[src/rtl/dotp_pkg.sv]
`default_nettype none
// =====================================================================
// dotp_pkg : shared types, defaults and width helper for dotp_seq_ctrl
// Rev 1.0
// =====================================================================
package dotp_pkg;

  localparam int BITS_NUM_DEF = 4;
  localparam int ELEMS_DEF    = 4;

  typedef enum logic [1:0] {
    IDLE = 2'd0,
    MAC  = 2'd1,
    DONE = 2'd2
  } dotp_state_t;

  // Widest sum of ELEMS products of two BITS_NUM-bit unsigned values
  function automatic int dotp_out_w(input int bits, input int elems);
    return 2 * bits + $clog2(elems);
  endfunction

endpackage
`default_nettype wire

[src/rtl/dotp_seq_ctrl_mul_addtree.sv]
`default_nettype none
// =====================================================================
// mul_addtree : unsigned BITS_NUM x BITS_NUM multiplier built from summed partial products
// Rev 1.0
// =====================================================================
module mul_addtree #(
  parameter int BITS_NUM = 4
) (
  input  logic [BITS_NUM-1:0]   x,
  input  logic [BITS_NUM-1:0]   y,
  output logic [2*BITS_NUM-1:0] product
);

  logic [2*BITS_NUM-1:0] pp [BITS_NUM];

  for (genvar i = 0; i < BITS_NUM; i++) begin : g_pp
    assign pp[i] = y[i] ? ({{BITS_NUM{1'b0}}, x} << i) : '0;
  end

  always_comb begin
    product = '0;
    for (int i = 0; i < BITS_NUM; i++) begin
      product = product + pp[i];
    end
  end

endmodule
`default_nettype wire

[src/rtl/dotp_seq_ctrl.sv]
`default_nettype none
// =====================================================================
// dotp_seq_ctrl : sequential dot product, one shared multiplier, one element pair per cycle
// Optional DOTP_STATS_EN adds the op_count handshake counter.  Rev 1.0
// =====================================================================
module dotp_seq_ctrl
  import dotp_pkg::*;
#(
  parameter  int BITS_NUM = BITS_NUM_DEF,
  parameter  int ELEMS    = ELEMS_DEF,
  localparam int OUT_W    = dotp_out_w(BITS_NUM, ELEMS)
) (
  input  logic                      clk,
  input  logic                      rst_n,
  input  logic                      in_valid,
  output logic                      in_ready,
  input  logic [ELEMS*BITS_NUM-1:0] a_vec,
  input  logic [ELEMS*BITS_NUM-1:0] b_vec,
  output logic                      out_valid,
  input  logic                      out_ready,
  output logic [OUT_W-1:0]          result,
  output logic                      busy
`ifdef DOTP_STATS_EN
  ,output logic [15:0]              op_count
`endif
);

  localparam int IDX_W = $clog2(ELEMS);
  localparam int PW    = 2 * BITS_NUM;

  localparam logic [1:0] ST_IDLE = IDLE;
  localparam logic [1:0] ST_MAC  = MAC;
  localparam logic [1:0] ST_DONE = DONE;

  logic [1:0]                state_q, state_d;
  logic [IDX_W-1:0]          idx_q, idx_d;
  logic [OUT_W-1:0]          acc_q, acc_d;
  logic [OUT_W-1:0]          result_q, result_d;
  logic [ELEMS*BITS_NUM-1:0] a_q, a_d;
  logic [ELEMS*BITS_NUM-1:0] b_q, b_d;

  logic [BITS_NUM-1:0]       a_elem;
  logic [BITS_NUM-1:0]       b_elem;
  logic [PW-1:0]             prod;
  logic [OUT_W-1:0]          sum;
  logic                      last_elem;

  assign a_elem    = a_q[idx_q*BITS_NUM +: BITS_NUM];
  assign b_elem    = b_q[idx_q*BITS_NUM +: BITS_NUM];
  assign sum       = acc_q + {{(OUT_W-PW){1'b0}}, prod};
  assign last_elem = (idx_q == IDX_W'(ELEMS-1));

  mul_addtree #(
    .BITS_NUM (BITS_NUM)
  ) u_mul (
    .x       (a_elem),
    .y       (b_elem),
    .product (prod)
  );

  always_comb begin
    state_d  = state_q;
    idx_d    = idx_q;
    acc_d    = acc_q;
    result_d = result_q;
    a_d      = a_q;
    b_d      = b_q;
    case (state_q)
      ST_IDLE: begin
        if (in_valid) begin
          a_d     = a_vec;
          b_d     = b_vec;
          acc_d   = '0;
          idx_d   = '0;
          state_d = ST_MAC;
        end
      end
      ST_MAC: begin
        acc_d = sum;
        if (last_elem) begin
          result_d = sum;
          idx_d    = '0;
          state_d  = ST_DONE;
        end else begin
          idx_d = idx_q + IDX_W'(1);
        end
      end
      ST_DONE: begin
        if (out_ready) begin
          state_d = ST_IDLE;
        end
      end
      default: state_d = ST_IDLE;
    endcase
  end

  always_ff @(posedge clk or negedge rst_n) begin
    if (!rst_n) begin
      state_q  <= ST_IDLE;
      idx_q    <= '0;
      acc_q    <= '0;
      result_q <= '0;
      a_q      <= '0;
      b_q      <= '0;
    end else begin
      state_q  <= state_d;
      idx_q    <= idx_d;
      acc_q    <= acc_d;
      result_q <= result_d;
      a_q      <= a_d;
      b_q      <= b_d;
    end
  end

  assign in_ready  = (state_q == ST_IDLE);
  assign out_valid = (state_q == ST_DONE);
  assign busy      = (state_q == ST_MAC) || (state_q == ST_DONE);
  assign result    = result_q;

`ifdef DOTP_STATS_EN
  logic [15:0] op_count_q, op_count_d;

  // Free-running handshake count, wraps naturally at 16 bits
  always_comb begin
    op_count_d = op_count_q;
    if (out_valid && out_ready) begin
      op_count_d = op_count_q + 16'd1;
    end
  end

  always_ff @(posedge clk or negedge rst_n) begin
    if (!rst_n) begin
      op_count_q <= '0;
    end else begin
      op_count_q <= op_count_d;
    end
  end

  assign op_count = op_count_q;
`endif

endmodule
`default_nettype wire

[config.mk]
export PLATFORM = sky130hd
export DESIGN_NAME = dotp_seq_ctrl
export DESIGN_NICKNAME = d
export VERILOG_FILES = /design/src/rtl/dotp_pkg.sv /design/src/rtl/dotp_seq_ctrl_mul_addtree.sv /design/src/rtl/dotp_seq_ctrl.sv
export SDC_FILE = /design/constraint.sdc
export NUM_CORES = 1
export LEC_CHECK = 0
export BUFFER_PORTS_ARGS = -buffer_cell sky130_fd_sc_hd__buf_2
export CAP_MARGIN = 20
export CORE_MARGIN = 5
export CORE_UTILIZATION = 46
export CTS_BUF_LIST = sky130_fd_sc_hd__clkbuf_4 sky130_fd_sc_hd__clkbuf_8 sky130_fd_sc_hd__clkbuf_16
export DETAILED_ROUTE_END_ITERATION = 16
export PLACE_DENSITY_LB_ADDON = 0.1
export SLEW_MARGIN = 5
export SYNTH_ARGS = -nofsm -noshare
export SYNTH_HDL_FRONTEND = slang
export SYNTH_SLANG_ARGS = --single-unit
[constraint.sdc]
create_clock -name clk -period 6.7 [get_ports clk]
set_clock_uncertainty 0.15 [all_clocks]
set_input_delay 0.67 -clock clk [delete_from_list [all_inputs] [get_ports clk]]
set_output_delay 0.67 -clock clk [all_outputs]
set_load 0.02 [all_outputs]
**Word level (Yosys, flattened, before mapping)**

Cells that the tools add are included.

- Input bits: 36
- Register bits: 56
- Logic and storage cells: 39
- Output and inout bits: 13

- Eq/ne operators: 6
- $add $sub $neg: 5
- Multiplexer cells: 13
- Shifts and indexed selects: 2
- Reduce and logical (&&, ||, !) cells: 7

Operator list:

| cell | count |
|---|---|
| 16-bit by 5-bit variable part select with 4-bit output | 2 |
| 10-bit one-hot mux with 2 select lines | 1 |
| 10-bit by 8-bit adder with 10-bit output | 1 |
| 10-bit two-way mux | 1 |
| 2-bit two-way mux | 5 |
| 8-bit by 6-bit adder with 8-bit output | 1 |
| 8-bit by 7-bit adder with 8-bit output | 1 |
| 8-bit adder | 1 |
| 7-bit two-way mux | 1 |
| 6-bit two-way mux | 1 |
| 2-bit one-hot mux with 3 select lines | 1 |
| 2-bit AND reduction | 3 |
| 5-bit two-way mux | 1 |
| 2-bit equality test, second input constant | 2 |
| 4-bit two-way mux | 1 |
| 2-bit inequality test, second input constant | 2 |
| 2-bit one-hot mux with 2 select lines | 1 |
| 3-bit AND reduction | 1 |
| 2-bit by 1-bit adder with 2-bit output, second input constant | 1 |
| 2-bit by 1-bit equality test with 1-bit output, second input constant | 1 |
| 2-bit logical NOT | 1 |
| 2-bit by 1-bit inequality test with 1-bit output, second input constant | 1 |
| 2-bit nonzero test | 1 |
| 1-bit logical OR | 1 |

**Depth between registers and ports, before layout**

Gate-level depths: netlist of the first run.

- Depth in word-level cells: 7
- Gate-level depth with buffers: 17

**By module**

A second synthesis of the first run with hierarchy kept.

- Cell total of the unflattened synthesis: 258
- Area total of the unflattened synthesis: 3109.2 um^2

By module, submodules not included:

| module | cells an instance | times used | area an instance (um^2) |
|---|---|---|---|
| dotp_seq_ctrl | 204 | 1 | 2687.6 |
| mul_addtree | 54 | 1 | 421.7 |

**Worst setup path after synthesis of the first run**

OpenSTA, ideal clock, no wires.

- Path kind: reg2reg
- Start: register idx_q[0]
- End: register result_q[8] (netlist: result[8])
- Setup time: 131 ps
- Required time: 6419 ps
- Arrival time: 4517 ps
- Stages on the path, launching flop included: 18
- Slack: 1902 ps
- Cells stage by stage: dfrtp_1 -> buf_2 -> mux4_2 -> and2_1 -> fa_1 -> inv_1 -> fa_1 -> inv_1 -> ha_1 -> fa_1 -> a21o_1 -> a21oi_1 -> xnor2_1 -> ha_1 -> and3_1 -> a221oi_2 -> xnor2_1 -> o21ai_1

- Word-level cells in the longest chain between the ends: 6
- Elaborated cells between the ends (all ways): 12
- Classes of those cells: 4 x add/sub; 1 x eq/ne; 2 x shift; 4 x mux; 1 x reduce/logical

RTL lines:

| element | RTL line | RTL |
|---|---|---|
| start: declaration | dotp_seq_ctrl.sv:36 | `logic [IDX_W-1:0] idx_q, idx_d;` |
| start signal: assignment | dotp_seq_ctrl.sv:107 | `idx_q <= idx_d;` |
| 16-bit by 5-bit variable part select with 4-bit output, on equally long branches | dotp_seq_ctrl.sv:48, dotp_seq_ctrl.sv:49 |  |
| 4-bit two-way mux / 5-bit two-way mux (equally long branches) | dotp_seq_ctrl_mul_addtree.sv:17 | `assign pp[i] = y[i] ? ({{BITS_NUM{1'b0}}, x} << i) : '0;` |
| 8-bit adder | dotp_seq_ctrl_mul_addtree.sv:23 | `product = product + pp[i];` |
| 8-bit by 6-bit adder with 8-bit output | dotp_seq_ctrl_mul_addtree.sv:23 |  |
| 8-bit by 7-bit adder with 8-bit output | dotp_seq_ctrl_mul_addtree.sv:23 |  |
| 10-bit by 8-bit adder with 10-bit output | dotp_seq_ctrl.sv:50 | `assign sum = acc_q + {{(OUT_W-PW){1'b0}}, prod};` |
| end signal: assignment | dotp_seq_ctrl.sv:109 | `result_q <= result_d;` |
| end: declaration | dotp_seq_ctrl.sv:38 | `logic [OUT_W-1:0] result_q, result_d;` |

Several ways; a longest one is shown, not always the timed one.
A chain may end at the register's enable or synchronous reset.

**Worst setup path after layout of the first run**

Ends and elaborated chain as after synthesis.

==> results by stage, run 1 <==
Place:
- The total cell area at the placement stage is between 3000 and 4000 µm².
- The total of buffers placed on input and output ports is 48.
- The HPWL after detailed placement is 4360 µm.
- The worst-case setup slack after placement is approximately 1.5 ns.
- The routability-driven placement congestion ratio is 0.769.

Yosys:
- The distinct cell type count after synthesis is 37.
- In the synthesized netlist the dominant register cell turns out to be sky130_fd_sc_hd__dfrtp_1.
- The total number of yosys warnings is 0.
- The count of flip-flops with a built-in enable after synthesis is 0.
- The cell count after synthesis is between 200 and 250.
- After synthesis the cells add up to 3070 µm².
- The sequential cell area fraction in the yosys report is 0.457.
- The number of nets in the synthesized netlist is 310.
- Dividing the synthesized area by the synthesized cell count gives 12.5 µm².
- The leading area contributor after synthesis is sky130_fd_sc_hd__dfrtp_1.
- The share of synthesized flip-flops with an asynchronous set or reset is 1.00.
- The post-synthesis sequential element count is 56.
- Of the post-synthesis cell area, the dominant cell type holds 0.457.
- Ranked by total cell area, the synthesized netlist is headed by sky130_fd_sc_hd__dfrtp_1 46%, sky130_fd_sc_hd__mux2_2 13%, sky130_fd_sc_hd__ha_1 9.0%.

Setup path:
- The highest net fanout along the worst path is 11.
- The worst setup path is launched from a register.
- The arrival time at the worst endpoint is roughly 5.2 ns.
- The classification of the worst setup path is register to register.
- Data on the critical path is required at its endpoint by 6.74 ns.
- The critical path capture point type is a register.

Route:
- The routed length per placed instance is between 15 and 20 µm.
- The first-iteration detailed-routing DRC count is 52.
- Once detail routing completed, the nets flagged for antenna violations numbered 0.
- Using the TritonRoute via totals, the vias-per-cell ratio works out to 5.31.
- The first detailed-routing pass took 4 iterations.
- The via count is 1981.
- The routed wire length is 5790 µm.
- The DRC violation count after routing is 0.

Timing:
- The final critical-path share of the clock period is 0.770.
- The count of final hold-check violations is 0.
- The final critical delay including setup and external delays is 5.16 ns.
- The slack of the critical path is 1.54 ns.
- The count of pins over their slew limit was 0.
- Setup violations remaining at the end of the flow were counted as 0.
- Across all hold checks on the routed design, the worst slack comes to 0.313 ns.
- In this run the tightest slew margin relative to its limit is 0.525.
- Setup repair after global routing left no endpoint under its margin.
- Setup total negative slack on the finished layout was measured at 0 ns.
- At the pin with the least slew margin, the transition time is 0.712 ns.
- The timing-limited maximum frequency is 194 MHz.

Global routing:
- Entering global routing, the biggest net connects 57 pins.
- The overall global routing resource usage is 0.150.
- The initial antenna violation count was 0.
- The via count of the first global-routing pass came to 2087.
- The global route total overflow is 0.
- The first-pass GRT wire length is 10100 µm.

Final layout:
- The number of antenna diodes is 0.
- The signed area change from the synthesized netlist to the final layout is 13.7%.
- The cell area after layout is between 3000 and 4000 µm².
- Of the cells placed in the final design, the portion with a size suffix greater than 1 is 0.358.
- After the last flow step, the layout net total stands at 359.

Clocking:
- The H-tree was split into 2 levels.
- The worst-skew pair later-pin latency is 0.32 ns.
- The total number of clock tree sinks is 56.
- The clock transition at the registers of the reported paths is about 0.12 ns.
- The root buffer cell is sky130_fd_sc_hd__clkbuf_8.
- In this run the deepest clock path goes through 2 buffers.
- In this run the post-CTS setup repair buffer count came out at 0.
- The number of buffers created by CTS is 5.
- The post-CTS resize count is 0.
- The clock tree from TritonCTS is yes.
- The count of hold-fix buffers inserted at cts is 0.

Floorplanning:
- The number of cell rows is 29.
- Pin placement for this block handled slightly below 50 I/O pins.
- The die covers roughly 8400 µm².
- For this configuration, the core starts out at a cell density of 0.478.
- The die is between 90 and 100 µm tall.
- The core region is between 6000 and 7000 µm².
- The horizontal die dimension is 91.7 µm.

Run:
- Max-cap violations in this run came to 0.

Hold path:
- The worst hold path class is primary input to async pin.

Run status:
- The flow ran to the end, and the final reports show no timing, DRC or antenna violations.
Yosys cell counts, types with 2 or more instances:
master	instances
sky130_fd_sc_hd__fa_1	6
sky130_fd_sc_hd__a21oi_1	8
sky130_fd_sc_hd__dfrtp_1	56
sky130_fd_sc_hd__xor2_1	4
sky130_fd_sc_hd__nand2_1	21
sky130_fd_sc_hd__mux4_2	8
sky130_fd_sc_hd__and2_1	14
sky130_fd_sc_hd__o211ai_1	2
sky130_fd_sc_hd__ha_1	22
sky130_fd_sc_hd__clkbuf_1	5
sky130_fd_sc_hd__buf_1	3
sky130_fd_sc_hd__o21ai_0	14
sky130_fd_sc_hd__inv_1	12
sky130_fd_sc_hd__a21o_1	4
sky130_fd_sc_hd__xnor2_1	5
sky130_fd_sc_hd__mux2_2	36
sky130_fd_sc_hd__a22o_1	5
sky130_fd_sc_hd__o21a_1	2
area by class of cell:
type / count / area [µm²]
inverters: 12 / 45.0
flip-flops and latches: 56 / 1400
multi-input cells: 169 / 1590
clock buffers: 5 / 68.8
well taps: 77 / 96.3
repair buffers: 51 / 263
clock inverters: 3 / 28.8
fillers: 580 / 2930
registers in the layout (all words and copies together), names as in the netlist:
register,flops
a_q,16
idx_q,2
b_q,16
result,10
acc_q,10
state_q,2
final timing paths:
path	from	cells after the start	end	slack, ns
min	rst_n	2	result[1]	0.31
min reg2reg	result[2]	2	result[2]	0.33
max reg2reg	idx_q[0]	16	result[8]	1.54
min in group clk	result[2]	2	result[2]	0.33
max	idx_q[0]	16	result[8]	1.54
max in group asynchronous	rst_n	2	acc_q[7]	5.59
metrics by stage:
| step | instances | util |
|---|---|---|
| 2_1_floorplan | 246 | - |
| 3_3_place_gp | 365 | 0.528 |
| 4_1_cts | 373 | 0.544 |
| 5_1_grt | 373 | 0.544 |
| 6_report | 373 | 0.544 |
| 3_5_place_dp | 365 | 0.528 |
cell usage in the layout, fill, tap and decap left out, types with 2 or more instances in the layout:
cell type and count:
sky130_fd_sc_hd__o21a_1 2, sky130_fd_sc_hd__inv_1 12, sky130_fd_sc_hd__a22o_1 5, sky130_fd_sc_hd__and2_1 14, sky130_fd_sc_hd__a21o_1 4, sky130_fd_sc_hd__ha_1 22
sky130_fd_sc_hd__mux2_2 36, sky130_fd_sc_hd__inv_6 2, sky130_fd_sc_hd__buf_2 48, sky130_fd_sc_hd__o21ai_0 14, sky130_fd_sc_hd__xnor2_1 5, sky130_fd_sc_hd__dfrtp_1 56
sky130_fd_sc_hd__xor2_1 4, sky130_fd_sc_hd__buf_4 3, sky130_fd_sc_hd__mux4_2 8, sky130_fd_sc_hd__a21oi_1 8, sky130_fd_sc_hd__clkbuf_8 5, sky130_fd_sc_hd__nand2_1 21
sky130_fd_sc_hd__o211ai_1 2, sky130_fd_sc_hd__fa_1 6
cell families after synthesis:
logic type | synth area share
DFF | 0.457
AOI/OAI and AO/OA | 0.100
muxes | 0.191
and+or+nand+nor | 0.0718
adders and majority gates | 0.129
buffers and inverters | 0.0261
xor gates and xnor gates | 0.0257
routing by layer:
| layer | vias up | share of wire | global-route usage |
|---|---|---|---|
| met5 | - | 0 | 0 |
| met4 | 0 | 0.012 | 0.0440 |
| met1 | 966 | 0.48 | 0.205 |
| li1 | 974 | - | - |
| met3 | 6 | 0.037 | 0.0376 |
| met2 | 35 | 0.47 | 0.237 |
worst max-delay path, stage by stage (launching register included):
cell	delay, ns
sky130_fd_sc_hd__dfrtp_1	0.74
sky130_fd_sc_hd__mux4_2	0.63
sky130_fd_sc_hd__and2_1	0.18
sky130_fd_sc_hd__fa_1	0.53
sky130_fd_sc_hd__inv_1	0.05
sky130_fd_sc_hd__fa_1	0.53
sky130_fd_sc_hd__inv_1	0.04
sky130_fd_sc_hd__ha_1	0.21
sky130_fd_sc_hd__fa_1	0.40
sky130_fd_sc_hd__a21o_1	0.19
sky130_fd_sc_hd__a21oi_1	0.16
sky130_fd_sc_hd__xnor2_1	0.14
sky130_fd_sc_hd__ha_1	0.30
sky130_fd_sc_hd__and3_1	0.22
sky130_fd_sc_hd__a221oi_2	0.33
sky130_fd_sc_hd__xnor2_1	0.16
sky130_fd_sc_hd__o21ai_1	0.07
Power of run 1 is left out: the tool's default activity adds up to more than one toggle a clock period on the data nets, which glitch-free logic cannot reach.
==> run 2, diff against run 1 <==
clock period = 5.1 ns   (was 6.7 ns; I/O delays follow)
==> results by stage, run 2 (same netlist as run 1, synthesis figures left out) <==
Run status:
- The flow ran to the end, and the final reports show no timing, DRC or antenna violations.

Final layout:
- The top cell types in the final layout, fill and taps aside, are 56 x sky130_fd_sc_hd__dfrtp_1, 48 x sky130_fd_sc_hd__buf_2, 36 x sky130_fd_sc_hd__mux2_2.
- Of the cells placed in the final design, the portion with a size suffix greater than 1 is 0.377.
- The signed area change from the synthesized netlist to the final layout is 15.6%.
- The post-layout instance count excluding filler cells is 377.
- Leaving out fill and tap cells, the most frequent cell in the layout is sky130_fd_sc_hd__dfrtp_1.
- The net count of the finished layout is 363.
- In the final layout, the registers with the most flip-flops are a_q x16, b_q x16.
- The number of antenna diodes in the final layout is 0.

Timing:
- The smallest hold slack is 0.155 ns.
- Summed over all failing endpoints, the final setup total negative slack is 0 ns.
- The count of final hold-check violations is 0.
- The count of pins over their slew limit is 0.
- The timing-limited maximum frequency is 208 MHz.
- The measured slew at the worst slew-check pin is 0.712 ns.
- The final critical-path share of the clock period is 0.944.
- Setup repair after global routing left no endpoint under its margin.
- The normalized max-slew margin is 0.525.
- The final setup violation count is 0.
- The final critical delay including setup and external delays is between 4 and 5 ns.

Place:
- During placement, the flow inserted port buffers numbering 48.
- The total instance count after detailed placement is 367.
- Detailed placement ended at an HPWL of about 4500 µm.
- Routability-driven placement finished with a final weighted congestion of a little under 0.8.

Clocking:
- The clock tree from TritonCTS is yes.
- For the worst-skew pair, the clock arrives at the later sink with an insertion delay of about 0.33 ns.
- Counting along the longest clock path gives a buffer depth of 2.
- Clock-pin slew was measured on the worst setup and hold paths at 0.12 ns.
- The root buffer cell is sky130_fd_sc_hd__clkbuf_8.
- The total number of clock tree sinks is 56.
- CTS built an H-tree with a depth of 2.
- Hold repair after CTS inserted 0 buffers.
- The number of buffers created by CTS is 5.

Route:
- The first-iteration detailed-routing DRC count is 66.
- The first-pass iteration count of the detailed router is 4.
- Dividing the detail-routed via count by the number of cells gives approximately 5.3.
- The DRC violation count after routing is 0.
- The routed wire length is ~6000 µm.
- The routed length per placed instance is 15.9 µm.
- The number of routed nets with antenna violations is 0.
- The routed layout has 2013 vias.

Floorplanning:
- The starting density of the core is 0.478.
- In this run the count of I/O pins placed on the die edge is 49.
- The core area is 6420 µm².
- The die is 91.7 µm tall.
- The number of cell rows is 29.
- The floorplan step set the die width to 91.7 µm.
- The die area is 8410 µm².

Setup path:
- The critical path capture point type is a register.
- The arrival time at the worst endpoint is just under 5 ns.
- The critical path is of the register to register type.
- The length in cells of the worst reg-to-reg path is 17.
- The capture instance of the worst register-to-register path is result[8].
- The type of element launching the critical path is a register.
- The setup check on the worst reg-to-reg path leaves a slack of 0.28 ns.
- Of all nets on the critical path, the largest fanout is 7.
- The startpoint of the most critical register-to-register path is idx_q[0].
- The data required time at the worst endpoint is around 5 ns.

Global routing:
- Across every metal layer, demand over resource in global routing totals 0.151.
- The pin count of the biggest net entering global routing is 57.
- The via count of the first global-routing pass is about 2.1k.
- The initial antenna violation count is 0.
- After global routing the overflow that remains totals 0.
- The first-pass GRT wire length is between 10000 and 15000 µm.

Run:
- Across the run, the number of max-cap violations was 0.

Hold path:
- The worst hold path class is primary input to async pin.
[run 2: cell types whose count changed in the layout (fill, tap and decap cells not counted), sizes merged]
| cell | delta |
|---|---|
| buf | +4 |
| clkinv | +1 |
| clkinvlp | +1 |
| inv | -2 |
[run 2: area by class of cell]
| type | count | area, µm² |
|---|---|---|
| Clock buffer | 5 | 68.8 |
| Multi-Input combinational cell | 169 | 1610 |
| Clock inverter | 3 | 27.5 |
| Fill cell | 567 | 2880 |
| Timing Repair Buffer | 55 | 300 |
| Inverter | 12 | 45.0 |
| Sequential cell | 56 | 1400 |
| Tap cell | 77 | 96.3 |
[run 2: worst max-delay path, cell delays in order (launching register included)]
cell	delay (ns)
sky130_fd_sc_hd__dfrtp_1	0.40
sky130_fd_sc_hd__buf_6	0.15
sky130_fd_sc_hd__mux4_2	0.53
sky130_fd_sc_hd__and2_1	0.20
sky130_fd_sc_hd__fa_1	0.53
sky130_fd_sc_hd__inv_1	0.05
sky130_fd_sc_hd__fa_1	0.53
sky130_fd_sc_hd__inv_1	0.04
sky130_fd_sc_hd__ha_1	0.22
sky130_fd_sc_hd__a21o_1	0.18
sky130_fd_sc_hd__a21oi_1	0.20
sky130_fd_sc_hd__xnor2_1	0.15
sky130_fd_sc_hd__ha_1	0.33
sky130_fd_sc_hd__a21o_1	0.24
sky130_fd_sc_hd__a31o_2	0.25
sky130_fd_sc_hd__a221oi_4	0.32
sky130_fd_sc_hd__xnor2_1	0.16
sky130_fd_sc_hd__o21ai_1	0.07
[run 2: stage by stage]
stage	util	setup WS [ns]	cell area, µm²
2_1_floorplan	-	0.302	3070
3_3_place_gp	0.531	0.295	3410
3_5_place_dp	0.531	0.203	3410
4_1_cts	0.546	0.166	3500
5_1_grt	0.552	0.0308	3550
6_report	0.552	0.283	3550
[run 2: worst max path at each step]
stage / slack (ns) / end / cells after the start / from
finish: 0.28 / result[8] / 17 / idx_q[0]
CTS: 0.17 / result[8] / 17 / idx_q[0]
detailed placement: 0.20 / result[8] / 17 / idx_q[0]
floorplan: 0.30 / result[8] / 17 / idx_q[0]
global placement: 0.29 / result[8] / 17 / idx_q[0]
global route: 0.03 / result[8] / 17 / idx_q[0]
[run 2: timing repair]
item	in CTS	in global routing
gates resized for setup	0	6
endpoints found under the setup margin	0	2
setup buffers	0	2
endpoints found under the hold margin	0	0
[run 2: routing by layer]
metal | vias up | GRT usage | wire length, µm
li1 | 984 | - | -
met1 | 977 | 0.213 | 2890
met2 | 41 | 0.229 | 2760
met3 | 11 | 0.0352 | 231
met4 | 0 | 0.0477 | 114
met5 | - | 0 | 0
Power of run 2 is left out for the same reason.
==> run 3, diff against run 2 <==
clock period = 6.05 ns   (was 5.1 ns; I/O delays follow)
==> results by stage, run 3 (same netlist as run 1, synthesis figures left out) <==
Timing:
- The count of pins over their slew limit is 0.
- Derived from the worst setup path, the maximum achievable clock frequency is 195 MHz.
- For the pin with the worst max-slew slack, the measured transition is between 0.7 and 0.8 ns.
- Hold is met by 0.254 ns.
- The routed design could run at a clock period as short as 5.12 ns.
- The worst pin sits at a relative slew slack of 0.528.
- The count of final hold-check violations is 0.
- Setup violations remaining at the end of the flow were counted as 0.
- For the final routed database, the setup TNS stands at 0 ns.
- The final critical-path share of the clock period is 0.846.
- Setup repair after global routing left no endpoint under its margin.

Hold path:
- The tightest min-delay check is of the primary input to async pin type.

Clocking:
- After clock tree synthesis, the setup repair step added 0 buffers.
- The worst-skew pair later-pin latency is 0.32 ns.
- For this design, the sink count on the clock tree is 56.
- The H-tree generated during clock tree synthesis spans 2 levels.
- The post-CTS resize count is 0.
- After clock tree synthesis, the clock-pin slew on the worst setup and hold paths is about 0.11 ns.
- Counting along the longest clock path gives a buffer depth of 2.
- The number of buffers created by CTS is 5.
- TritonCTS built the clock tree.
- The count of hold-fix buffers inserted at cts is 0.
- The root buffer cell is sky130_fd_sc_hd__clkbuf_8.

Floorplanning:
- In this run the vertical extent of the chip is between 90 and 100 µm.
- The floorplan step defined a core boundary enclosing 6420 µm².
- For this design the top-level I/O count stands at 49.
- The horizontal die dimension is 91.7 µm.
- The number of cell rows is 29.
- For this configuration, the core starts out at a cell density of 0.478.
- The die area is 8410 µm².

Route:
- The routed wire length is 5770 µm.
- In the routed layout, each cell is associated on average with a via count of 5.38.
- For this run, design rule violations remaining after detail routing come to 0.
- The number of routed nets with antenna violations is 0.
- The routed length per placed instance is about 15 µm.
- The via count is 2007.
- The first detailed-routing pass took 4 iterations.
- The first-iteration detailed-routing DRC count is 80.

Final layout:
- The largest registers in the layout are a_q x16, b_q x16.
- The top cell types in the final layout, fill and taps aside, are 56 x sky130_fd_sc_hd__dfrtp_1, 48 x sky130_fd_sc_hd__buf_2, 36 x sky130_fd_sc_hd__mux2_2.
- The fill cell total of the finished layout is around 590.
- Leaving out fill and tap cells, the most frequent cell in the layout is sky130_fd_sc_hd__dfrtp_1.
- The final-stage net count is 359.
- In the final layout, flip-flops and latches occupy about 1400 µm².
- Summing all multi-input logic gate instances after layout gives 1590 µm².
- Of the cells placed in the final design, the portion with a size suffix greater than 1 is 0.358.
- The signed area change from the synthesized netlist to the final layout is 13.7%.
- The number of antenna diodes is 0.

Global routing:
- For this run, the total global-route usage over all layers was measured as 0.151.
- The global route total overflow is 0.
- The pin count of the biggest net entering global routing is 57.
- The via count of the first global-routing pass was approximately 2.1k.
- The initial antenna violation count is 0.
- The first-pass GRT wire length is 10200 µm.

Setup path:
- The arrival time at the worst endpoint is 5.16 ns.
- The type of element launching the critical path is a register.
- Walking the worst path, the cells encountered are mux4_2 -> and2_1 -> fa_1 -> inv_1 -> fa_1 -> inv_1 -> ha_1 -> fa_1 -> a21o_1 -> a21oi_1 -> xnor2_1 -> ha_1 -> and3_1 -> a221oi_2 -> xnor2_1 -> o21ai_1.
- The capture instance of the worst register-to-register path is result[8].
- Among cell families on the critical path, the largest total delay comes from adder cells.
- The length in cells of the worst reg-to-reg path is 16.
- The critical path's largest stage delay is 0.71 ns.
- The highest net fanout along the worst path is 11.
- The startpoint of the most critical register-to-register path is idx_q[0].
- The critical path is of the register to register type.
- The critical-path cell with the highest stage delay is sky130_fd_sc_hd__dfrtp_1.
- The most prevalent standard cell on the critical path is sky130_fd_sc_hd__fa_1.
- The data required time at the worst endpoint is 6.09 ns.
- For flop-to-flop paths, the worst setup slack is about 0.93 ns.
- The critical path capture point type is a register.
- The number of buffers and inverters on the critical path is 2.

Run status:
- The run finished with clean final reports.

Place:
- The congestion estimate from routability-driven global placement came to 0.769.
- Port buffering added 48 buffers.
- The detailed-placement wirelength estimate is 4420 µm.

Run:
- Max-cap violations in this run came to 0.
run 3: cell types whose count changed in the layout (fill, tap and decap cells not counted), sizes merged:
cell and change:
buf -4
run 3: how the worst max path moves through the flow:
| stage | from | end | slack (ns) | depth (start not counted) |
|---|---|---|---|---|
| 6_report | idx_q[0] | result[8] | 0.93 | 16 |
| 5_1_grt | idx_q[0] | result[8] | 0.59 | 16 |
| 4_1_cts | idx_q[0] | result[8] | 0.84 | 16 |
| 3_5_place_dp | idx_q[0] | result[8] | 0.88 | 16 |
| 3_3_place_gp | idx_q[0] | result[8] | 0.96 | 16 |
| 2_1_floorplan | idx_q[0] | result[8] | 1.25 | 17 |
run 3: metal layers:
layer	wire, µm	GRT usage	vias to the layer above
met4	82	0.0452	0
met2	2740	0.240	31
met3	193	0.0327	6
met1	2750	0.208	991
met5	0	0	-
li1	-	-	979
run 3: per-stage QoR:
stage	utilization	cell area [µm²]	instances	worst slack [ns]
after floorplan	-	3070	246	1.25
after global placement	0.528	3390	365	0.963
after detailed placement	0.528	3390	365	0.883
after CTS	0.543	3490	373	0.840
after global routing	0.543	3490	373	0.585
final	0.543	3490	373	0.930
run 3: worst register-to-register path: cells and delay by family, from the launching register on:
family | cells | cell delay [ns]
buffers and inverters | 2 | 0.10
flip-flops | 1 | 0.71
AND/OR/NAND/NOR | 2 | 0.43
XOR/XNOR | 2 | 0.30
AO/OA/AOI/OAI | 4 | 0.74
adder cells (fa/ha/maj) | 5 | 1.94
multiplexers | 1 | 0.64
run 3: layout make-up:
| class | count | share of cell area |
|---|---|---|
| clock buffers | 5 | 0.0197 |
| clock inverters | 3 | 0.00789 |
| inverters | 12 | 0.0129 |
| multi-input cells | 169 | 0.455 |
| flip-flops and latches | 56 | 0.402 |
| well taps | 77 | 0.0276 |
| repair buffers | 51 | 0.0753 |
Power of run 3 is left out for the same reason.
